**config.mk**
```make
export PLATFORM = sky130hd
export DESIGN_NAME = decode_stage_flat
export DESIGN_NICKNAME = d
export VERILOG_FILES = /design/src/rtl/decode_stage_if.sv /design/src/rtl/decode_stage.sv /design/src/flat_wrapper.sv
export SDC_FILE = /design/constraint.sdc
export NUM_CORES = 1
export LEC_CHECK = 0
export ABC_AREA = 1
export CORE_MARGIN = 3
export CORE_UTILIZATION = 53
export CTS_CLUSTER_SIZE = 8
export DETAILED_ROUTE_END_ITERATION = 8
export DONT_BUFFER_PORTS = 1
export PLACE_DENSITY_LB_ADDON = 0.1
export SLEW_MARGIN = 30
export SYNTH_ARGS = -nofsm -noshare
export SYNTH_HDL_FRONTEND = slang
export SYNTH_SLANG_ARGS = --single-unit
```
**constraint.sdc**
```tcl
create_clock -name clock -period 3.64 [get_ports clock]
set_input_delay 0.728 -clock clock [delete_from_list [all_inputs] [get_ports clock]]
set_output_delay 0.728 -clock clock [all_outputs]
set_load 0.005 [all_outputs]
```
**src/rtl/decode_stage_if.sv**
```systemverilog
// Decode stage bus: fetch-side handshake, execute-side held instruction,
// register-file read addresses, writeback notification and flush.
interface decode_stage_if;
  // fetch side
  logic        in_valid;
  logic        in_ready;
  logic [31:0] in_instr;
  logic [31:0] in_pc;
  logic        flush;

  // register-file read addresses for the held instruction
  logic [3:0]  read_loc_1;
  logic [3:0]  read_loc_2;

  // execute side
  logic        out_valid;
  logic        out_ready;
  logic [31:0] out_pc;
  logic [6:0]  out_opcode;
  logic [2:0]  out_funct3;
  logic        out_funct7b5;
  logic [3:0]  out_rd;
  logic [31:0] out_imm;
  logic        out_illegal;

  // writeback completion
  logic        wb_valid;
  logic [3:0]  wb_loc;

  // environment view: drives fetch, execute handshake and writeback
  modport master (
    output in_valid, in_instr, in_pc, flush, out_ready, wb_valid, wb_loc,
    input  in_ready, read_loc_1, read_loc_2,
    input  out_valid, out_pc, out_opcode, out_funct3, out_funct7b5,
    input  out_rd, out_imm, out_illegal
  );

  // decode stage view
  modport slave (
    input  in_valid, in_instr, in_pc, flush, out_ready, wb_valid, wb_loc,
    output in_ready, read_loc_1, read_loc_2,
    output out_valid, out_pc, out_opcode, out_funct3, out_funct7b5,
    output out_rd, out_imm, out_illegal
  );
endinterface

```
**src/rtl/decode_stage.sv**
```systemverilog
// RV32E-style decode stage: legality check, immediate generation, a
// per-register busy scoreboard for hazard stalls, and a one-entry output
// register toward execute with valid/ready handshake and flush.
module decode_stage #(
  parameter int unsigned SCOREBOARD_EN = 1
) (
  input  logic          clock,
  input  logic          reset,
  decode_stage_if.slave bus
);

  typedef enum logic [6:0] {
    OPC_LUI    = 7'b0110111,
    OPC_AUIPC  = 7'b0010111,
    OPC_JAL    = 7'b1101111,
    OPC_JALR   = 7'b1100111,
    OPC_BRANCH = 7'b1100011,
    OPC_LOAD   = 7'b0000011,
    OPC_STORE  = 7'b0100011,
    OPC_OPIMM  = 7'b0010011,
    OPC_OP     = 7'b0110011,
    OPC_FENCE  = 7'b0001111,
    OPC_SYSTEM = 7'b1110011
  } opcode_e;

  typedef enum logic [2:0] {
    FMT_NONE,
    FMT_I,
    FMT_S,
    FMT_B,
    FMT_U,
    FMT_J
  } imm_fmt_e;

  // decode wires
  logic [31:0] w_instr;
  logic [6:0]  w_opcode;
  imm_fmt_e    w_fmt;
  logic        w_op_legal;
  logic        w_raw_rd;
  logic        w_raw_rs1;
  logic        w_raw_rs2;
  logic        w_illegal;
  logic        w_use_rd;
  logic        w_use_rs1;
  logic        w_use_rs2;
  logic [3:0]  w_rd;
  logic [3:0]  w_rs1;
  logic [3:0]  w_rs2;
  logic [31:0] w_imm;

  // scoreboard / handshake wires
  logic [15:0] w_clr;
  logic [15:0] w_eff_busy;
  logic [15:0] w_flush_clr;
  logic [15:0] w_set;
  logic [15:0] w_busy_next;
  logic        w_stall;
  logic        w_in_ready;
  logic        w_accept;

  // registers
  logic [15:0] r_busy;
  logic        r_out_valid;
  logic [31:0] r_out_pc;
  logic [6:0]  r_out_opcode;
  logic [2:0]  r_out_funct3;
  logic        r_out_funct7b5;
  logic [3:0]  r_out_rd;
  logic [31:0] r_out_imm;
  logic        r_out_illegal;
  logic [3:0]  r_read_loc_1;
  logic [3:0]  r_read_loc_2;

  assign w_instr  = bus.in_instr;
  assign w_opcode = w_instr[6:0];

  // Classify the opcode: immediate format and which register fields it names.
  always_comb begin
    w_fmt      = FMT_NONE;
    w_op_legal = 1'b0;
    w_raw_rd   = 1'b0;
    w_raw_rs1  = 1'b0;
    w_raw_rs2  = 1'b0;
    case (w_opcode)
      OPC_LUI, OPC_AUIPC: begin
        w_op_legal = 1'b1;
        w_fmt      = FMT_U;
        w_raw_rd   = 1'b1;
      end
      OPC_JAL: begin
        w_op_legal = 1'b1;
        w_fmt      = FMT_J;
        w_raw_rd   = 1'b1;
      end
      OPC_JALR, OPC_LOAD, OPC_OPIMM: begin
        w_op_legal = 1'b1;
        w_fmt      = FMT_I;
        w_raw_rd   = 1'b1;
        w_raw_rs1  = 1'b1;
      end
      OPC_BRANCH: begin
        w_op_legal = 1'b1;
        w_fmt      = FMT_B;
        w_raw_rs1  = 1'b1;
        w_raw_rs2  = 1'b1;
      end
      OPC_STORE: begin
        w_op_legal = 1'b1;
        w_fmt      = FMT_S;
        w_raw_rs1  = 1'b1;
        w_raw_rs2  = 1'b1;
      end
      OPC_OP: begin
        w_op_legal = 1'b1;
        w_raw_rd   = 1'b1;
        w_raw_rs1  = 1'b1;
        w_raw_rs2  = 1'b1;
      end
      OPC_FENCE, OPC_SYSTEM: begin
        w_op_legal = 1'b1;
      end
      default: begin
        w_op_legal = 1'b0;
      end
    endcase
  end

  // Only 16 architectural registers exist: bit 4 of any used field is illegal.
  assign w_illegal = !w_op_legal || (w_instr[1:0] != 2'b11) ||
                     (w_raw_rd  && w_instr[11]) ||
                     (w_raw_rs1 && w_instr[19]) ||
                     (w_raw_rs2 && w_instr[24]);

  assign w_use_rd  = w_raw_rd  && !w_illegal;
  assign w_use_rs1 = w_raw_rs1 && !w_illegal;
  assign w_use_rs2 = w_raw_rs2 && !w_illegal;

  // Unused fields read as 0 so they never hit the scoreboard or the flush clear.
  assign w_rd  = w_use_rd  ? w_instr[10:7]  : '0;
  assign w_rs1 = w_use_rs1 ? w_instr[18:15] : '0;
  assign w_rs2 = w_use_rs2 ? w_instr[23:20] : '0;

  // Sign-extended immediate for the decoded format; zero when illegal.
  always_comb begin
    w_imm = '0;
    if (!w_illegal) begin
      case (w_fmt)
        FMT_I:   w_imm = {{20{w_instr[31]}}, w_instr[31:20]};
        FMT_S:   w_imm = {{20{w_instr[31]}}, w_instr[31:25], w_instr[11:7]};
        FMT_B:   w_imm = {{19{w_instr[31]}}, w_instr[31], w_instr[7],
                          w_instr[30:25], w_instr[11:8], 1'b0};
        FMT_U:   w_imm = {w_instr[31:12], 12'h000};
        FMT_J:   w_imm = {{11{w_instr[31]}}, w_instr[31], w_instr[19:12],
                          w_instr[20], w_instr[30:21], 1'b0};
        default: w_imm = '0;
      endcase
    end
  end

  // A writeback completing this cycle already unblocks a dependent instruction.
  assign w_clr      = bus.wb_valid ? (16'd1 << bus.wb_loc) : '0;
  assign w_eff_busy = r_busy & ~w_clr;

  assign w_stall = bus.in_valid &&
                   ((w_use_rs1 && w_eff_busy[w_rs1]) ||
                    (w_use_rs2 && w_eff_busy[w_rs2]) ||
                    (w_use_rd  && w_eff_busy[w_rd]));

  assign w_in_ready = reset && !bus.flush && !w_stall &&
                      (!r_out_valid || bus.out_ready);
  assign w_accept   = bus.in_valid && w_in_ready;

  // A flushed instruction that execute never took will not write back.
  assign w_flush_clr = (bus.flush && r_out_valid && !bus.out_ready && (r_out_rd != '0)) ?
                       (16'd1 << r_out_rd) : '0;
  assign w_set       = (w_accept && w_use_rd && (w_rd != '0)) ? (16'd1 << w_rd) : '0;

  // Set is applied after both clears so a same-location set wins.
  assign w_busy_next = ((r_busy & ~w_clr & ~w_flush_clr) | w_set) & 16'hFFFE;

  generate
    if (SCOREBOARD_EN != 0) begin : g_scoreboard
      // Busy mask tracks destinations still awaiting writeback.
      always_ff @(posedge clock or negedge reset) begin
        if (!reset) begin
          r_busy <= '0;
        end else begin
          r_busy <= w_busy_next;
        end
      end
    end else begin : g_no_scoreboard
      assign r_busy = '0;
    end
  endgenerate

  // Output register: load on accept, drop valid on flush or consume.
  always_ff @(posedge clock or negedge reset) begin
    if (!reset) begin
      r_out_valid    <= 1'b0;
      r_out_pc       <= '0;
      r_out_opcode   <= '0;
      r_out_funct3   <= '0;
      r_out_funct7b5 <= 1'b0;
      r_out_rd       <= '0;
      r_out_imm      <= '0;
      r_out_illegal  <= 1'b0;
      r_read_loc_1   <= '0;
      r_read_loc_2   <= '0;
    end else if (w_accept) begin
      r_out_valid    <= 1'b1;
      r_out_pc       <= bus.in_pc;
      r_out_opcode   <= w_opcode;
      r_out_funct3   <= w_instr[14:12];
      r_out_funct7b5 <= w_instr[30];
      r_out_rd       <= w_rd;
      r_out_imm      <= w_imm;
      r_out_illegal  <= w_illegal;
      r_read_loc_1   <= w_rs1;
      r_read_loc_2   <= w_rs2;
    end else if (bus.flush || bus.out_ready) begin
      r_out_valid    <= 1'b0;
    end
  end

  assign bus.in_ready     = w_in_ready;
  assign bus.out_valid    = r_out_valid;
  assign bus.out_pc       = r_out_pc;
  assign bus.out_opcode   = r_out_opcode;
  assign bus.out_funct3   = r_out_funct3;
  assign bus.out_funct7b5 = r_out_funct7b5;
  assign bus.out_rd       = r_out_rd;
  assign bus.out_imm      = r_out_imm;
  assign bus.out_illegal  = r_out_illegal;
  assign bus.read_loc_1   = r_read_loc_1;
  assign bus.read_loc_2   = r_read_loc_2;

endmodule

```
**src/flat_wrapper.sv**
```systemverilog
// flat-port wrapper written by rule: the top's interface ports become plain ports
module decode_stage_flat 
#(
  parameter int unsigned SCOREBOARD_EN = 1
)
  (clock, reset, bus_in_valid, bus_in_instr, bus_in_pc, bus_flush, bus_out_ready, bus_wb_valid, bus_wb_loc, bus_in_ready, bus_read_loc_1, bus_read_loc_2, bus_out_valid, bus_out_pc, bus_out_opcode, bus_out_funct3, bus_out_funct7b5, bus_out_rd, bus_out_imm, bus_out_illegal);
  decode_stage_if bus_i ();
  input  logic clock;
  input  logic reset;
  input wire logic [$bits(bus_i.in_valid)-1:0] bus_in_valid;
  input wire logic [$bits(bus_i.in_instr)-1:0] bus_in_instr;
  input wire logic [$bits(bus_i.in_pc)-1:0] bus_in_pc;
  input wire logic [$bits(bus_i.flush)-1:0] bus_flush;
  input wire logic [$bits(bus_i.out_ready)-1:0] bus_out_ready;
  input wire logic [$bits(bus_i.wb_valid)-1:0] bus_wb_valid;
  input wire logic [$bits(bus_i.wb_loc)-1:0] bus_wb_loc;
  output wire logic [$bits(bus_i.in_ready)-1:0] bus_in_ready;
  output wire logic [$bits(bus_i.read_loc_1)-1:0] bus_read_loc_1;
  output wire logic [$bits(bus_i.read_loc_2)-1:0] bus_read_loc_2;
  output wire logic [$bits(bus_i.out_valid)-1:0] bus_out_valid;
  output wire logic [$bits(bus_i.out_pc)-1:0] bus_out_pc;
  output wire logic [$bits(bus_i.out_opcode)-1:0] bus_out_opcode;
  output wire logic [$bits(bus_i.out_funct3)-1:0] bus_out_funct3;
  output wire logic [$bits(bus_i.out_funct7b5)-1:0] bus_out_funct7b5;
  output wire logic [$bits(bus_i.out_rd)-1:0] bus_out_rd;
  output wire logic [$bits(bus_i.out_imm)-1:0] bus_out_imm;
  output wire logic [$bits(bus_i.out_illegal)-1:0] bus_out_illegal;
  assign bus_i.in_valid = bus_in_valid;
  assign bus_i.in_instr = bus_in_instr;
  assign bus_i.in_pc = bus_in_pc;
  assign bus_i.flush = bus_flush;
  assign bus_i.out_ready = bus_out_ready;
  assign bus_i.wb_valid = bus_wb_valid;
  assign bus_i.wb_loc = bus_wb_loc;
  assign bus_in_ready = bus_i.in_ready;
  assign bus_read_loc_1 = bus_i.read_loc_1;
  assign bus_read_loc_2 = bus_i.read_loc_2;
  assign bus_out_valid = bus_i.out_valid;
  assign bus_out_pc = bus_i.out_pc;
  assign bus_out_opcode = bus_i.out_opcode;
  assign bus_out_funct3 = bus_i.out_funct3;
  assign bus_out_funct7b5 = bus_i.out_funct7b5;
  assign bus_out_rd = bus_i.out_rd;
  assign bus_out_imm = bus_i.out_imm;
  assign bus_out_illegal = bus_i.out_illegal;
  decode_stage #(.SCOREBOARD_EN(SCOREBOARD_EN)) u_core (.clock(clock), .reset(reset), .bus(bus_i));
endmodule
```
* Word-level counts from Yosys, hierarchy flattened
Index checks and enable logic that the tools add are counted.
** Word-level totals
- Register bits after elaboration :: 104
- Bits of input ports :: 74
** Operators by class
- Magnitude comparators :: 3
- Equality and inequality tests :: 17
- Shift-type cells :: 3
- Muxes and demuxes :: 21
- Bitwise logic cells :: 5
- Reduce and logical (&&, ||, !) cells :: 42
** Operators with widths (count)
- 32-bit case mux with 5 select lines :: 1
- 16-bit two-way mux :: 3
- 1-bit by 4-bit << shifter with 16-bit output, first input constant :: 3
- 16-bit bitwise AND :: 2
- 32-bit two-way mux :: 1
- 16-bit inverter :: 2
- 7-bit equality test, second input constant :: 4
- 7-bit by 6-bit equality test with 1-bit output, second input constant :: 3
- 1-bit logical AND :: 19
- 16-bit OR :: 1
- 4-bit by 5-bit less-than comparator with 1-bit output, second input constant :: 3
- 3-bit case mux with 5 select lines :: 1
- 7-bit by 5-bit equality test with 1-bit output, second input constant :: 2
- 1-bit binary-select mux with 4-bit select :: 3
- 4-bit two-way mux :: 3
- 11-bit OR reduction :: 1
- 1-bit two-way mux :: 9
- 1-bit logical OR :: 8
- 4-bit nonzero test :: 2
- 7-bit by 2-bit equality test with 1-bit output, second input constant :: 1
- 7-bit by 4-bit equality test with 1-bit output, second input constant :: 1
- 7-bit OR reduction :: 1
- 3-bit by 2-bit equality test with 1-bit output, second input constant :: 2
- 3-bit equality test, second input constant :: 2
- 7 further kinds :: 13

* Logic depth before layout (Yosys ltp)
Gate-level depths: netlist (run 1).
- Word-level depth :: 25
- Gate-level depth with buffers :: 25
- Mapped depth without buffers :: 23

* Worst setup path before layout (run 1)
OpenSTA, ideal clock, no wires.
- Path type :: in2out
- Start :: input bus_in_instr[3]
- End :: output bus_in_ready
- Arrival time :: 2519 ps
- Setup slack :: 393 ps
- Stages on the path :: 18
- Cell sequence :: inv_1 -> nand2_1 -> nor2_4 -> nand2_1 -> nand2_2 -> nor2_1 -> nand2_1 -> nand3_2 -> nor2_8 -> nand3_1 -> buf_4 -> o21ai_1 -> nand2_1 -> nand2_1 -> nand3_1 -> nand2_1 -> nand3_1 -> a21oi_1
** On the way
- Longest elaborated chain between the ends :: 20
** RTL lines
- start: declaration :: RTL line flat_wrapper.sv:11 : input wire logic [$bits(bus_i.in_instr)-1:0] bus_in_instr;
- 7-bit by 6-bit equality test with 1-bit output, or another cell as far along :: RTL line decode_stage.sv:85 : case (w_opcode)
- 11-bit OR reduction (no source line)
- 1-bit two-way mux :: RTL line decode_stage.sv:85
- 1-bit logical NOT :: RTL line decode_stage.sv:130 : assign w_illegal = !w_op_legal || (w_instr[1:0] != 2'b11) ||
- 1-bit logical OR (2 in series) :: RTL line decode_stage.sv:130
- 1-bit logical OR :: RTL line decode_stage.sv:131 : (w_raw_rd && w_instr[11]) ||
- 1-bit logical OR :: RTL line decode_stage.sv:132 : (w_raw_rs1 && w_instr[19]) ||
- 1-bit logical NOT :: RTL line decode_stage.sv:135, decode_stage.sv:136, decode_stage.sv:137
- [2 not listed]
- 1-bit binary-select mux with 4-bit select, on equally long branches :: RTL line decode_stage.sv:166, decode_stage.sv:167
- 1-bit two-way mux, on equally long branches :: RTL line decode_stage.sv:166, decode_stage.sv:167
- 1-bit logical AND, on equally long branches :: RTL line decode_stage.sv:166, decode_stage.sv:167
- 1-bit logical OR :: RTL line decode_stage.sv:166 : ((w_use_rs1 && w_eff_busy[w_rs1]) ||
- 1-bit logical OR (*) :: RTL line decode_stage.sv:167 : (w_use_rs2 && w_eff_busy[w_rs2]) ||
- 1-bit logical AND (*) :: RTL line decode_stage.sv:165 : assign w_stall = bus.in_valid &&
- 1-bit logical NOT (*) :: RTL line decode_stage.sv:170 : assign w_in_ready = reset && !bus.flush && !w_stall &&
- 1-bit logical AND (*) (2 in series) :: RTL line decode_stage.sv:170
- end: declaration :: RTL line flat_wrapper.sv:17 : output wire logic [$bits(bus_i.in_ready)-1:0] bus_in_ready;
Every way passes the cells marked *; elsewhere a longest branch is shown, timed or not. The select of a mux whose other input is x is not followed.

* Final worst setup path (run 1)
- Start :: input bus_in_instr[4]
- End :: output bus_in_ready
Same word-level chain as after synthesis.

==> impl_summary.md, run 1 <==
Detailed routing
Wire segments on met3 add up to roughly 1.9 mm in the final route. The detailed-routing wirelength on met1 is about 6.8 mm. The post-route antenna net violation count is 0. The vias per cell is around 5.6.

The pre-antenna-repair detailed-routing pass consisted of 6 iterations. The routed length per placed instance is around 18 µm. The residual DRC count is 0.

The wire length on met2 is ~7.2 mm. The violation count after the first detailed-routing iteration is just over 400. The highest metal layer carrying signal wires in the routed design is met4. The total number of vias is just over 5k. For this block, the routed nets add up to around 16 mm of wire.

Timing
For the final routed database, the setup TNS stands at 0 ns. Clock skew on the completed layout was measured at between 0.009 and 0.01 ns. The final hold violation count came to 0. Based on the critical path, the design can be clocked at up to 0.288 GHz.

Measured against its own limit, the worst slew margin works out to 0.558. The number of max-slew violations in the final report came to 0. The shortest clock period the worst path allows after layout is approximately 3.5 ns. The share of the clock period used by the worst path is 0.955. The worst path meets setup with around 0.16 ns of slack. The transition time at the pin with the least slew margin is 0.657 ns. The number of setup violations in the final report is 0. Hold is met by ~0.026 ns.

Logic synthesis
By area, the combinational part of the netlist is dominated by simple AND/OR/NAND/NOR gates. The average instance in the mapped netlist occupies a little over 7 µm². Of the post-synthesis cell area, the part taken by muxes is 0. The sequential-to-total area share from yosys stat is 0.470. In this run, synthesis inferred 0 flip-flops with an integrated enable. The basic-gate share of the synthesized area counting and, or, nand and nor cells is 0.352. Of the total synthesized cell area, the portion taken by full adders, half adders and majority gates is 0. After synthesis the netlist holds a flip-flop and latch count of 104. The number of nets in the synthesized netlist is between 800 and 900. The area fraction in compound gates after synthesis is 0.0931.

After synthesis, the cell types taking the most area are sky130_fd_sc_hd__dfrtp_1 47%, sky130_fd_sc_hd__nand2_1 21%, sky130_fd_sc_hd__nand3_1 5.7%, sky130_fd_sc_hd__inv_1 4.7%, sky130_fd_sc_hd__o21ai_0 3.6%. For this run, asynchronously set or reset flops after synthesis account for 1.00. After synthesis, the netlist uses 30 different library cells. The biggest area contributor in the post-synthesis netlist is sky130_fd_sc_hd__dfrtp_1. Ranked by instance count, the synthesized netlist is headed by 311 x sky130_fd_sc_hd__nand2_1, 104 x sky130_fd_sc_hd__dfrtp_1, 70 x sky130_fd_sc_hd__inv_1. The number of instances in the synthesized netlist is 766.

The top-area cell type share of the netlist area is 0.470. During synthesis, Yosys emitted a total of 0 warnings. Summing every instance area after synthesis gives between 5000 and 6000 µm². The post-synthesis share of cell area spent on xor and xnor gates is 0.

The most numerous cell in the Yosys netlist is sky130_fd_sc_hd__nand2_1. The main flop type after synthesis is sky130_fd_sc_hd__dfrtp_1.

Floorplanning
The floorplan step set the die width to ~110 µm. The total core area is around 10000 µm². The chip height is about 110 µm. The die covers roughly 12,000 µm².

The initialized floorplan defines 36 standard-cell rows. The number of I/O pins is ~160. The effective utilization at floorplan is 0.556.

Worst setup path
The classification of the worst setup path is input pin to output port. On the worst path, the slowest cell contributes a delay of between 0.2 and 0.25 ns. In this run the worst path has a maximum fanout of 12. Counting both buffers and inverters, the worst setup path holds a total of 3. The slowest stage of the critical path belongs to the cell sky130_fd_sc_hd__nor2_8. The family with the most delay on the worst path is simple AND/OR/NAND/NOR gates. The type of element capturing the critical path is an output port.

Traced cell by cell, the critical path runs through inv_2 -> nand2_2 -> nor2_2 -> nand2_1 -> nand2_1 -> nor2_1 -> nand2_1 -> nand3_2 -> nor2_8 -> buf_12 -> nand3_4 -> inv_2 -> nand2_1 -> nand2_1 -> nand3_1 -> nand2_1 -> nand3_2 -> a21oi_2. Data arrives at the worst endpoint at around 2.8 ns. For the worst setup path, the data required time is between 2 and 3 ns. The cell repeated most along the worst path is sky130_fd_sc_hd__nand2_1. The kind of start point of the critical path is an input pin.

CTS
The clock drives approximately 100 sinks. In this run the number of H-tree levels came out at 3. The clock passes through at most 2 buffers. The tree is rooted in a sky130_fd_sc_hd__clkbuf_8. The quantity of hold-fixing buffers added after cts is 0. TritonCTS created 9 clock buffers. After clock tree synthesis, the clock-pin slew on the worst setup and hold paths is around 0.1 ns. TritonCTS built the clock tree. For the worst-skew pair, the clock arrives at the later sink with an insertion delay of around 0.38 ns.

Global routing
The number of global-route vias before repair was roughly 4.8k. The number of antenna violations at the first check in global routing is 0. Across every metal layer, demand over resource in global routing totals 0.272.

The pin count of the biggest net entering global routing is approximately 110. The first-pass GRT wire length is 24.7 mm. For this run the aggregate overflow at the end of global routing stands at 0.

Finish
Counting the fill cells in the layout gives between 900 and 1k. The finished cells cover around 6100 µm². The post-layout utilization of the core is 0.612. The multi-input combinational cells in the finished layout cover a total of 2580 µm². Compared with the post-synthesis result, the final layout area differs by 10.1%.

0 antenna diodes ended up in the layout. Across the whole layout, storage elements account for ~2600 µm². The net count of the finished layout is ~850.

In the final layout, the share of cells above drive strength 1 is 0.106.

Placed design
In this run the cell area measured after placement is about 5800 µm². Routability-driven placement finished with a final weighted congestion of between 1 and 1.5. Prior to clock tree synthesis, the placed netlist has a worst setup slack of -0.0262 ns. In this run the tool buffered the top-level ports with 0 buffer cells. The placed wire-length estimate after detailed placement is around 12 mm.

Worst hold path
The worst hold-check path type is input pin to asynchronous set/reset pin.

Status
The run finished with clean final reports.

Pwr
The cell leakage power is around 3.2 nW. The worst supply voltage drop on vdd is between 0.15 and 0.2 mV. In this run the power density over the cells is around 370 nW/µm².

Run
The max-capacitance violation count is 0.
## area by class of cell
type / instances / area share
clock buffer: 11 / 0.0216
clock inverter: 5 / 0.0103
inverter: 79 / 0.0487
multi-input combinational: 554 / 0.423
sequential: 104 / 0.427
tap: 133 / 0.0273
timing repair buffer: 31 / 0.0419
## metal layers
layer | vias to the layer above | GRT usage
met1 | 2388 | 0.375
met2 | 245 | 0.417
met5 | - | 0
met3 | 25 | 0.0770
li1 | 2480 | -
met4 | 0 | 0.0902
## power breakdown
part           switching, mW  total (mW)  internal (mW)
clock                  0.405       0.729          0.324
sequential            0.0744        1.32           1.24
combinational          0.116       0.178         0.0614
## worst reg2reg max path, cell delays in order, from the launching register on
cell and delay (ns):
sky130_fd_sc_hd__dfrtp_1 0.39, sky130_fd_sc_hd__o21ai_0 0.23, sky130_fd_sc_hd__inv_1 0.15, sky130_fd_sc_hd__nand2_1 0.10
sky130_fd_sc_hd__nand3_1 0.07, sky130_fd_sc_hd__nand3_1 0.07, sky130_fd_sc_hd__nand3_1 0.06, sky130_fd_sc_hd__nand2_1 0.16
sky130_fd_sc_hd__nand3_2 0.14, sky130_fd_sc_hd__nor3_4 0.21, sky130_fd_sc_hd__buf_4 0.26, sky130_fd_sc_hd__nand2_2 0.17
sky130_fd_sc_hd__o21ai_1 0.18
## logic make-up after synthesis
kind of cell,after synthesis
flops,104
simple gates,459
compound gates,95
buf+inv,108
## metrics by stage
stage,cells,power (mW)
CTS,912,2.24
global route,917,2.33
detailed placement,896,1.52
floorplan,766,1.46
finish,917,2.23
global placement,896,1.50
## placed cells by master, fill, tap and decap left out
| cell | count |
|---|---|
| sky130_fd_sc_hd__a31oi_1 | 1 |
| sky130_fd_sc_hd__bufinv_16 | 1 |
| sky130_fd_sc_hd__and2_0 | 1 |
| sky130_fd_sc_hd__nor2_8 | 1 |
| sky130_fd_sc_hd__inv_6 | 2 |
| sky130_fd_sc_hd__o21ai_4 | 1 |
| sky130_fd_sc_hd__nor3_1 | 13 |
| sky130_fd_sc_hd__nor2_2 | 6 |
| sky130_fd_sc_hd__inv_2 | 8 |
| sky130_fd_sc_hd__a21oi_2 | 3 |
| sky130_fd_sc_hd__o21a_1 | 1 |
| sky130_fd_sc_hd__nand2_1 | 309 |
| sky130_fd_sc_hd__nand3_2 | 4 |
| sky130_fd_sc_hd__clkbuf_2 | 1 |
| sky130_fd_sc_hd__buf_4 | 28 |
| sky130_fd_sc_hd__nand3_4 | 3 |
| sky130_fd_sc_hd__clkbuf_1 | 2 |
| sky130_fd_sc_hd__o21ai_1 | 26 |
| sky130_fd_sc_hd__nand3_1 | 60 |
| sky130_fd_sc_hd__o21ai_0 | 40 |
| sky130_fd_sc_hd__o31ai_1 | 10 |
| sky130_fd_sc_hd__nand3b_1 | 1 |
| sky130_fd_sc_hd__buf_12 | 2 |
| sky130_fd_sc_hd__o221ai_1 | 1 |
| sky130_fd_sc_hd__clkinv_1 | 1 |
| sky130_fd_sc_hd__clkinvlp_4 | 2 |
| sky130_fd_sc_hd__clkbuf_8 | 9 |
| sky130_fd_sc_hd__nor2_1 | 28 |
| sky130_fd_sc_hd__inv_1 | 70 |
| sky130_fd_sc_hd__nand2_2 | 4 |
| sky130_fd_sc_hd__o22ai_1 | 3 |
| sky130_fd_sc_hd__a21oi_1 | 9 |
| sky130_fd_sc_hd__nand2_4 | 1 |
| sky130_fd_sc_hd__dfrtp_1 | 104 |
| sky130_fd_sc_hd__nor3_4 | 1 |
| sky130_fd_sc_hd__nor2_4 | 6 |
| sky130_fd_sc_hd__nand4_1 | 21 |
## path summary, 6_finish.rpt
kind,startpoint,slack [ns],cells past startpoint,to
max,bus_in_instr[4],0.16,18,bus_in_ready
min,reset,0.03,0,u_core.bus.out_pc[7]
max reg2reg,u_core.r_busy[9],1.40,12,u_core.r_busy[12]
min reg2reg,u_core.bus.out_pc[7],0.51,2,u_core.bus.out_pc[7]
max in group asynchronous,reset,3.44,0,u_core.bus.out_rd[0]
min in group clock,bus_flush,0.43,1,u_core.bus.out_valid
## flip-flops by register name, indices dropped and copies added (netlist names)
register                 flops
u_core.bus.out_valid         1
u_core.bus.out_funct7b5      1
u_core.bus.out_pc           32
u_core.bus.out_rd            4
u_core.bus.out_funct3        3
u_core.bus.out_illegal       1
u_core.r_busy               15
u_core.bus.read_loc_1        4
u_core.bus.read_loc_2        4
u_core.bus.out_imm          32
u_core.bus.out_opcode        7
## repair_timing
action,4_1_cts,5_1_grt
gates resized for setup,2,23
pin swaps,0,5
buffers inserted,0,5
setup endpoints to repair,1,1
Power figures use the tool's default switching activity.
==> inputs of run 2 (changes only) <==
CORE_UTILIZATION = 30   (was 53)
==> impl_summary.md, run 2 (same netlist as run 1, synthesis figures left out) <==
Floorplanning
The chip height is 142 µm (was 108 µm). The number of core rows is 49 (was 36). The die span in x is 142 µm (was 108 µm). The total core area came to 18,000 µm² (was 9950 µm²). The number of I/O pins is 164 (unchanged).

The die outline area was 20,100 µm² (was 11,700 µm²). The effective utilization at floorplan is 0.307 (was 0.556).

Placed design
The placed wire-length estimate after detailed placement is 13.7 mm (was 12.3 mm). The number of port buffers came to 0 (unchanged). The cell area reported after detailed placement is 5990 µm² (was 5760 µm²). The global placement routability congestion is 0.944 (was 1.00). The cell count after placement is 1,002 (was 896).

Worst setup path
The data arrival time at the worst-slack endpoint was 2.78 ns (was 2.75 ns). The kind of start point of the critical path is an input pin (unchanged). The delay of the slowest cell on the worst path is 0.26 ns (was 0.23 ns). The cell repeated most along the worst path is sky130_fd_sc_hd__nand2_1 (unchanged).

The maximum fanout along the worst path came to 7 (was 12). Critical-path cell list: inv_6 -> nand2_4 -> nor2_4 -> nand2_4 -> nand2_2 -> nor2_1 -> nand2_1 -> nand3_2 -> nor2_8 -> buf_12 -> nand3_4 -> nand2_2 -> nand3_2 -> nand2_1 -> nand2_1 -> nand2_1 -> nand2_1 -> nand2_2 -> nand3_4 -> a21oi_2 -> buf_4 (was inv_2 -> nand2_2 -> nor2_2 -> nand2_1 -> nand2_1 -> nor2_1 -> nand2_1 -> nand3_2 -> nor2_8 -> buf_12 -> nand3_4 -> inv_2 -> nand2_1 -> nand2_1 -> nand3_1 -> nand2_1 -> nand3_2 -> a21oi_2). The classification of the worst setup path is input pin to output port (unchanged).

The buffers plus inverters on the worst setup path came to 3 (unchanged). The type of element capturing the critical path was an output port (unchanged). The library cell contributing the largest single delay on the critical path is sky130_fd_sc_hd__nor2_8 (unchanged). The worst path required time was 2.91 ns (about the same). The number of cell instances on the worst register-to-register path is 16 (was 12). The logic depth of the worst setup path including buffers is 21 (was 18). The family with the most delay on the worst path is simple AND/OR/NAND/NOR gates (unchanged).

Pwr
The power per cell area came to 380 nW/µm² (was 365 nW/µm²). The cell leakage power is 3.46 nW (was 3.18 nW). The worst supply voltage drop on vdd came to 0.209 mV (was 0.192 mV).

Timing
The number of max-slew violations in the final report was 0 (unchanged). The share of the clock period used by the worst path is 0.964 (was 0.955). The transition time at the pin with the least slew margin is 0.723 ns (was 0.657 ns). The worst relative slew slack is 0.515 (was 0.558). The number of setup violations in the final report is 0 (unchanged).

Setup repair after global routing could not meet its margin everywhere. The final total negative setup slack is 0 ns (unchanged). The shortest clock period the worst path allows after layout was 3.51 ns (was 3.48 ns). The maximum clock frequency is 0.285 GHz (was 0.288 GHz). The final hold violation count is 0 (unchanged). The largest clock skew in the final design was 0.0113 ns (was 0.00998 ns).

Detailed routing
The post-route antenna net violation count is 0 (unchanged). The total number of vias is 5,261 (was 5,138). The detailed-route wire length is 18.6 mm (was 16.2 mm). The total iterations of the first detailed-routing run is 5 (was 6). The routed length per placed instance is 18.0 µm (was 17.7 µm).

The violation count after the first detailed-routing iteration is 389 (was 415). The residual DRC count came to 0 (unchanged). The vias per cell is 5.08 (was 5.60).

Finish
The post-layout instance count excluding filler cells was 1,035 (was 917). The cell area after layout was 6730 µm² (was 6090 µm²). The net count of the finished layout is 875 (was 853).

The post-layout utilization of the core is 0.374 (was 0.612). The antenna diode count is 0 (unchanged). The share of layout cells above drive strength 1 is 0.156 (was 0.106). The commonest non-fill, non-tap cell in the layout is sky130_fd_sc_hd__nand2_1 (unchanged). Most frequent cells in the layout: 295 x sky130_fd_sc_hd__nand2_1, 104 x sky130_fd_sc_hd__dfrtp_1, 69 x sky130_fd_sc_hd__inv_1, 55 x sky130_fd_sc_hd__nand3_1, 43 x sky130_fd_sc_hd__buf_4 (was 309 x sky130_fd_sc_hd__nand2_1, 104 x sky130_fd_sc_hd__dfrtp_1, 70 x sky130_fd_sc_hd__inv_1, 60 x sky130_fd_sc_hd__nand3_1, 40 x sky130_fd_sc_hd__o21ai_0). The area overhead of the layout relative to synthesis is 21.7% (was 10.1%).

Global routing
The remaining global-route overflow is 0 (unchanged). The busiest metal layer after global routing was met2 (unchanged). The number of global-route vias before repair is 5,038 (was 4,762). The number of antenna violations at the first check in global routing is 0 (unchanged). The pin count of the biggest net entering global routing is 106 (unchanged). The met3 track demand over resource in global routing is 0.0741 (was 0.0770). The met2 usage is 0.269 (was 0.417).

The aggregate global-route resource usage is 0.180 (was 0.272). The first-pass GRT wire length is 28.4 mm (was 24.7 mm). The met1 usage in global routing is 0.239 (was 0.375).

CTS
The maximum root-to-sink buffer count came to 2 (unchanged). The clock slew at the register clock pins of the worst setup and hold paths is 0.08 ns (was 0.10 ns). The quantity of hold-fixing buffers added after cts is 0 (unchanged).

The clock tree from TritonCTS is built (unchanged). The clock latency at the later pin of the worst-skew pair is 0.36 ns (was 0.38 ns). The number of clock sinks seen by CTS came to 104 (unchanged). The TritonCTS buffer count is 9 (unchanged). The clock tree root driver cell is sky130_fd_sc_hd__clkbuf_16 (was sky130_fd_sc_hd__clkbuf_8). The maximum level of the CTS H-tree came to 3 (unchanged).

Worst hold path
The worst hold-check path type was input pin to asynchronous set/reset pin (unchanged).

Run
The max-capacitance violation count is 0 (unchanged).

Status
Status: finished clean (unchanged).
==> run 2: area by class of cell <==
cell class	instances	area [µm²]
fill	1895	11300
multi-input combinational	555	2690
sequential	104	2600
timing repair buffer	52	495
inverter	79	335
tap	229	287
clock buffer	9	225
clock inverter	7	95.1
==> run 2: layer usage <==
layer,up-vias,routed length (µm),share of wire
li1,2534,-,-
met1,2442,7960,0.43
met2,249,8040,0.43
met3,36,2230,0.12
met4,0,413,0.022
met5,-,0,0
==> run 2: stage by stage <==
stage / power [mW] / hold WS [ns] / setup slack (ns)
after floorplan: 1.46 / 0.432 / 0.393
after global placement: 1.52 / 0.435 / -0.0655
after detailed placement: 1.52 / 0.435 / -0.108
after CTS: 2.59 / 0.0381 / 0.0269
after global routing: 2.69 / 0.0358 / -0.0799
final: 2.56 / 0.0562 / 0.130
==> run 2: worst paths after layout <==
check	start	end	slack, ns
min in group clock	bus_flush	u_core.bus.out_valid	0.45
max in group asynchronous	reset	u_core.bus.out_rd[3]	3.44
setup / recovery	bus_in_instr[3]	bus_in_ready	0.13
setup reg to reg	u_core.r_busy[7]	u_core.bus.out_rd[2]	1.26
hold reg to reg	u_core.bus.out_opcode[1]	u_core.bus.out_opcode[1]	0.50
hold / removal	reset	u_core.bus.out_pc[3]	0.06
==> run 2: report_power, final <==
group | leakage [nW] | internal (mW) | switching (mW) | total (mW)
logic | 1.92 | 0.0747 | 0.122 | 0.196
registers | 1.39 | 1.24 | 0.0746 | 1.32
clock network | 0.157 | 0.556 | 0.490 | 1.05
==> run 2: what timing repair did <==
item,4_1_cts,5_1_grt
buffers inserted,0,14
pin swaps,0,28
endpoints found under the setup margin,1,20
gates resized for setup,2,66
gates cloned,0,3
